File: src/rtl/seq_shift_if.sv
// Handshake and data bundle for the sequential shift unit.
// The slave modport is the shifter side; the master modport is the requester/consumer side.
interface seq_shift_if #(
  parameter int unsigned WIDTH   = 32,
  parameter int unsigned SHAMT_W = 5
);
  logic               in_valid;
  logic               in_ready;
  logic [WIDTH-1:0]   A;
  logic [SHAMT_W-1:0] B;
  logic [1:0]         sel;
  logic               out_valid;
  logic               out_ready;
  logic [WIDTH-1:0]   out;
  logic               busy;

  modport master (
    output in_valid, A, B, sel, out_ready,
    input  in_ready, out_valid, out, busy
  );

  modport slave (
    input  in_valid, A, B, sel, out_ready,
    output in_ready, out_valid, out, busy
  );
endinterface

File: src/rtl/seq_shift.sv
// Multi-cycle SRL/SRA/SLL unit shifting up to STEP bits per clock, valid/ready on both sides.
// Define SEQ_SHIFT_ROTATE_EN to turn sel = 11 into rotate-right; otherwise sel = 11 returns 0.
module seq_shift #(
  parameter int unsigned WIDTH   = 32,
  parameter int unsigned SHAMT_W = 5,
  parameter int unsigned STEP    = 1
) (
  input  logic       clk,
  input  logic       rst,
  seq_shift_if.slave bus
);

  typedef enum logic [1:0] {StIdle, StShift, StDone} state_e;

  // One extra bit so STEP and WIDTH both fit regardless of SHAMT_W.
  localparam logic [SHAMT_W:0] StepVal  = (SHAMT_W + 1)'(STEP);
  localparam logic [SHAMT_W:0] WidthVal = (SHAMT_W + 1)'(WIDTH);

  state_e             state_q, state_d;
  logic [WIDTH-1:0]   data_q, data_d;
  logic [SHAMT_W-1:0] count_q, count_d;
  logic [1:0]         op_q, op_d;
  logic [SHAMT_W:0]   k;
  logic [WIDTH-1:0]   shifted;
  logic               reserved_in;
  logic               reserved_op;

  always_comb begin
    k = ({1'b0, count_q} > StepVal) ? StepVal : {1'b0, count_q};
  end

  always_comb begin
    shifted = data_q;
    case (op_q)
      2'b00:   shifted = data_q >> k;
      2'b01:   shifted = $signed(data_q) >>> k;
      2'b10:   shifted = data_q << k;
      default: begin
`ifdef SEQ_SHIFT_ROTATE_EN
        shifted = (data_q >> k) | (data_q << (WidthVal - k));
`else
        shifted = data_q;
`endif
      end
    endcase
  end

`ifdef SEQ_SHIFT_ROTATE_EN
  assign reserved_in = 1'b0;
  assign reserved_op = 1'b0;
`else
  assign reserved_in = (bus.sel == 2'b11);
  assign reserved_op = (op_q == 2'b11);
`endif

  always_comb begin
    state_d = state_q;
    data_d  = data_q;
    count_d = count_q;
    op_d    = op_q;
    unique case (state_q)
      StIdle: begin
        if (bus.in_valid) begin
          data_d  = bus.A;
          count_d = bus.B;
          op_d    = bus.sel;
          state_d = ((bus.B == '0) || reserved_in) ? StDone : StShift;
        end
      end
      StShift: begin
        data_d  = shifted;
        count_d = count_q - k[SHAMT_W-1:0];
        if (count_d == '0) begin
          state_d = StDone;
        end
      end
      StDone: begin
        if (bus.out_ready) begin
          state_d = StIdle;
        end
      end
      default: state_d = StIdle;
    endcase
  end

  always_ff @(posedge clk or posedge rst) begin
    if (rst) begin
      state_q <= StIdle;
      data_q  <= '0;
      count_q <= '0;
      op_q    <= '0;
    end else begin
      state_q <= state_d;
      data_q  <= data_d;
      count_q <= count_d;
      op_q    <= op_d;
    end
  end

  assign bus.in_ready  = (state_q == StIdle);
  assign bus.out_valid = (state_q == StDone);
  assign bus.busy      = (state_q != StIdle);
  assign bus.out       = (bus.out_valid && !reserved_op) ? data_q : '0;

endmodule

File: src/flat_wrapper.sv
// flat-port wrapper written by rule: the top's interface ports become plain ports
module seq_shift_flat 
#(
  parameter int unsigned WIDTH   = 32,
  parameter int unsigned SHAMT_W = 5,
  parameter int unsigned STEP    = 1
)
  (clk, rst, bus_in_valid, bus_A, bus_B, bus_sel, bus_out_ready, bus_in_ready, bus_out_valid, bus_out, bus_busy);
  seq_shift_if #(.WIDTH(WIDTH), .SHAMT_W(SHAMT_W)) bus_i ();
  input  logic clk;
  input  logic rst;
  input wire logic [$bits(bus_i.in_valid)-1:0] bus_in_valid;
  input wire logic [$bits(bus_i.A)-1:0] bus_A;
  input wire logic [$bits(bus_i.B)-1:0] bus_B;
  input wire logic [$bits(bus_i.sel)-1:0] bus_sel;
  input wire logic [$bits(bus_i.out_ready)-1:0] bus_out_ready;
  output wire logic [$bits(bus_i.in_ready)-1:0] bus_in_ready;
  output wire logic [$bits(bus_i.out_valid)-1:0] bus_out_valid;
  output wire logic [$bits(bus_i.out)-1:0] bus_out;
  output wire logic [$bits(bus_i.busy)-1:0] bus_busy;
  assign bus_i.in_valid = bus_in_valid;
  assign bus_i.A = bus_A;
  assign bus_i.B = bus_B;
  assign bus_i.sel = bus_sel;
  assign bus_i.out_ready = bus_out_ready;
  assign bus_in_ready = bus_i.in_ready;
  assign bus_out_valid = bus_i.out_valid;
  assign bus_out = bus_i.out;
  assign bus_busy = bus_i.busy;
  seq_shift #(.WIDTH(WIDTH), .SHAMT_W(SHAMT_W), .STEP(STEP)) u_core (.clk(clk), .rst(rst), .bus(bus_i));
endmodule
File: config.mk
export PLATFORM = sky130hd
export DESIGN_NAME = seq_shift_flat
export DESIGN_NICKNAME = d
export VERILOG_FILES = /design/src/rtl/seq_shift_if.sv /design/src/rtl/seq_shift.sv /design/src/flat_wrapper.sv
export SDC_FILE = /design/constraint.sdc
export NUM_CORES = 1
export LEC_CHECK = 0
export ABC_AREA = 1
export ABC_CLOCK_PERIOD_IN_PS = 3350
export CAP_MARGIN = 20
export CORE_ASPECT_RATIO = 1.2
export CORE_MARGIN = 8
export CORE_UTILIZATION = 55
export DETAILED_ROUTE_END_ITERATION = 10
export HOLD_SLACK_MARGIN = 0.1
export PLACE_DENSITY = 0.93
export SYNTH_ARGS = -nofsm -noshare
export SYNTH_HDL_FRONTEND = slang
export SYNTH_SLANG_ARGS = --single-unit
File: constraint.sdc
create_clock -name clk -period 3.35 [get_ports clk]
set_clock_uncertainty 0.15 [all_clocks]
set_input_delay 0.67 -clock clk [delete_from_list [all_inputs] [get_ports clk]]
set_output_delay 0.67 -clock clk [all_outputs]
set_load 0.01 [all_outputs]
==> results.sh <==
export IMPL_cts_buffers=5
export IMPL_slew_viol_final=0
export IMPL_die_width_um=87
export IMPL_status="finished, final reports clean"
export IMPL_cp_slowest_cell="clkdlybuf4s50_1"
export IMPL_num_rows=31
export IMPL_antenna_found_initial=0
export IMPL_cts_root_buf="clkbuf_8"
export IMPL_grt_pass1_wl_mm=15.95
export IMPL_antenna_cells=0
export IMPL_clock_sinks=41
export IMPL_start_util=0.5606
export IMPL_die_h_um=101.2
export IMPL_postCtsSetupRepairBufs=0
export IMPL_grt_overflow_total=0
export IMPL_timing_hold_violations_final=0
export IMPL_timing_hold_ws_ns=0.3321
export IMPL_track_usage=0.2208
export IMPL_cp_max_fo=13
export IMPL_syn_area_um2=3327
export IMPL_ys_ff_latch=41
export IMPL_yosysSeqAreaShare=0.3084
export IMPL_cts_resized=0
export IMPL_place_hpwl_mm=6.660
export IMPL_gp_congestion=0.8500
export IMPL_cts_hold_buf=0
export IMPL_layout_commonest_cell="nand2_1"
export IMPL_crit_top_cell="nor2_1"
export IMPL_worst_pin_slew_ns=0.6711
export IMPL_clkLatencyLatePin_ns=0.29
export IMPL_place_ws_ns=0.7803
export IMPL_crit_type="flop to output port"
export IMPL_setup_slack_ns=0.4699
export IMPL_leakagePower_nw=2.062
export IMPL_port_buffers=77
export IMPL_drtAntennaViolNets=0
export IMPL_wire_per_inst_um=13.67
export IMPL_clock_fmax_mhz=347.2
export IMPL_post_route_period_util=0.8597
export IMPL_syn_num_nets=600
export IMPL_nNetsFinal=662
export IMPL_remaining_drc_errors=0
export IMPL_cts_htree_levels=2
export IMPL_clockBufferDepth=2
export IMPL_cpPeakStageDelay_ns=0.56
export IMPL_vias_per_cell=5.481
export IMPL_syn_to_final_growth_pct=25.05
export IMPL_drt_total_wl_mm=9.512
export IMPL_rsz0062_at_grt="no"
export IMPL_tns_ns=0
export IMPL_finalSetupViolCount=0
export IMPL_slew_headroom=0.5521
export IMPL_die_area_um2=8804
export IMPL_powerDensity_nw_per_um2=982.3
export IMPL_fin_crit_ns=2.880
export IMPL_cts_tree="built"
export IMPL_max_cap_violations=0
export IMPL_netlist_cell_type_count=33
export IMPL_dr_pass1_iters=5
export IMPL_vias=3815
export IMPL_critical_path_startpoint_type="flop"
export IMPL_hold_path_class="flop to flop"
export IMPL_endpoint_kind="output port"
export IMPL_grt_pass1_vias=3689
export IMPL_synth_warnings=0
export IMPL_drive_gt1_frac=0.04072
export IMPL_ir_drop_v=0.001088
export IMPL_core_um2=5934
export IMPL_layout_common_cells="nand2_1, nor2_1, clkdlybuf4s50_1"
export IMPL_avgSynthCellArea_um2=6.027
export IMPL_cp_arrival_ns=2.06
export IMPL_crit_chain="inv_1 -> nor2_1 -> nand2_1 -> buf_4 -> nor2_1 -> clkdlybuf4s50_1"
export IMPL_first_iter_violations=332
export IMPL_synth_cells=552
export IMPL_cts_clk_slew_worst_paths_ns=0.08
export IMPL_ios=78
export IMPL_fillers=520
export IMPL_grt_max_degree=63
export IMPL_worstPathRequired_ns=2.53
state kept, by name (all words and copies together), names as in the netlist:
| name | cells |
|---|---|
| u_core.count_q | 5 |
| u_core.state_q | 2 |
| u_core.data_q | 32 |
| u_core.op_q | 2 |
synthesized netlist by cell type:
library cell / n / area [µm²]
nand2_1: 154 / 578.1
nor2_1: 105 / 394.1
nand3_1: 75 / 375.4
inv_1: 57 / 214.0
dfrtp_1: 41 / 1026
o21ai_1: 21 / 105.1
o21ai_0: 19 / 95.09
a21oi_1: 13 / 65.06
buf_2: 8 / 40.04
clkbuf_1: 8 / 30.03
buf_4: 5 / 37.54
buf_6: 5 / 56.30
ha_1: 5 / 62.56
inv_2: 5 / 18.77
nand4_1: 5 / 31.28
o211ai_1: 4 / 30.03
buf_1: 2 / 7.510
nand2_2: 2 / 12.51
nor2_2: 2 / 12.51
nor3_1: 2 / 10.01
o221ai_1: 2 / 17.52
a211oi_1: 1 / 7.510
a21boi_0: 1 / 7.510
a2bb2oi_1: 1 / 8.760
a31oi_1: 1 / 6.260
clkinv_1: 1 / 3.750
nand2_4: 1 / 11.26
nand3_2: 1 / 10.01
nand3b_1: 1 / 7.510
nor2_4: 1 / 11.26
nor2_8: 1 / 20.02
o21a_1: 1 / 7.510
o22ai_1: 1 / 6.260
worst max-delay path: cells and delay by family (launching register included):
family	cells	cell delay, ns
buffers and inverters	3	0.85
flip-flops	1	0.48
AND/OR/NAND/NOR	3	0.43
cell type report:
| type | count | area [µm²] | share of cell area |
|---|---|---|---|
| clock buffer | 7 | 86.33 | 0.02075 |
| inverter | 63 | 236.5 | 0.05684 |
| multi-input combinational | 420 | 1893 | 0.4550 |
| sequential | 41 | 1026 | 0.2466 |
| tap | 82 | 102.6 | 0.02466 |
| timing repair buffer | 83 | 815.8 | 0.1961 |
where the power goes:
group | internal, W | total (W) | switching [W]
clock | 0.000164 | 0.000333 | 0.000169
sequential | 0.000765 | 0.000917 | 0.000152
combinational | 0.000955 | 0.00284 | 0.00188
path summary, 6_finish.rpt:
| check | from | end | slack (ns) | cells past startpoint |
|---|---|---|---|---|
| max in group asynchronous | rst | u_core.data_q[1]$_DFFE_PP0P_ | 1.98 | 3 |
| hold reg to reg | u_core.data_q[26]$_DFFE_PP0P_ | u_core.data_q[26]$_DFFE_PP0P_ | 0.33 | 2 |
| hold / removal | u_core.data_q[26]$_DFFE_PP0P_ | u_core.data_q[26]$_DFFE_PP0P_ | 0.33 | 2 |
| min in group asynchronous | rst | u_core.count_q[0]$_DFFE_PP0P_ | 0.68 | 3 |
| setup reg to reg | u_core.op_q[0]$_DFFE_PP0P_ | u_core.data_q[20]$_DFFE_PP0P_ | 0.82 | 9 |
| setup / recovery | u_core.state_q[1]$_DFFE_PP0P_ | bus_out[23] | 0.47 | 6 |
per-stage QoR:
step / total power [W] / cells / instance area (µm²) / util
2_1_floorplan: 0.003147 / 552 / 3327 / -
3_3_place_gp: 0.003585 / 689 / 4074 / 0.6865
3_5_place_dp: 0.003708 / 689 / 4074 / 0.6865
4_1_cts: 0.004071 / 696 / 4160 / 0.7010
5_1_grt: 0.004513 / 696 / 4160 / 0.7010
6_report: 0.004086 / 696 / 4160 / 0.7010
routing by layer:
| layer | vias up | GRT usage | part of all wire |
|---|---|---|---|
| met5 | - | 0 | 0 |
| met4 | 0 | 0.09695 | 0.025 |
| met2 | 178 | 0.4026 | 0.52 |
| met3 | 24 | 0.04302 | 0.077 |
| li1 | 1877 | - | - |
| met1 | 1736 | 0.2405 | 0.38 |
logic make-up after synthesis:
family | after synthesis | synth area share
compound gates | 65 | 0.1072
fa+ha+maj | 5 | 0.01880
buf+inv | 91 | 0.1226
flops | 41 | 0.3084
simple gates | 350 | 0.4430
Power figures use the tool's default switching activity.
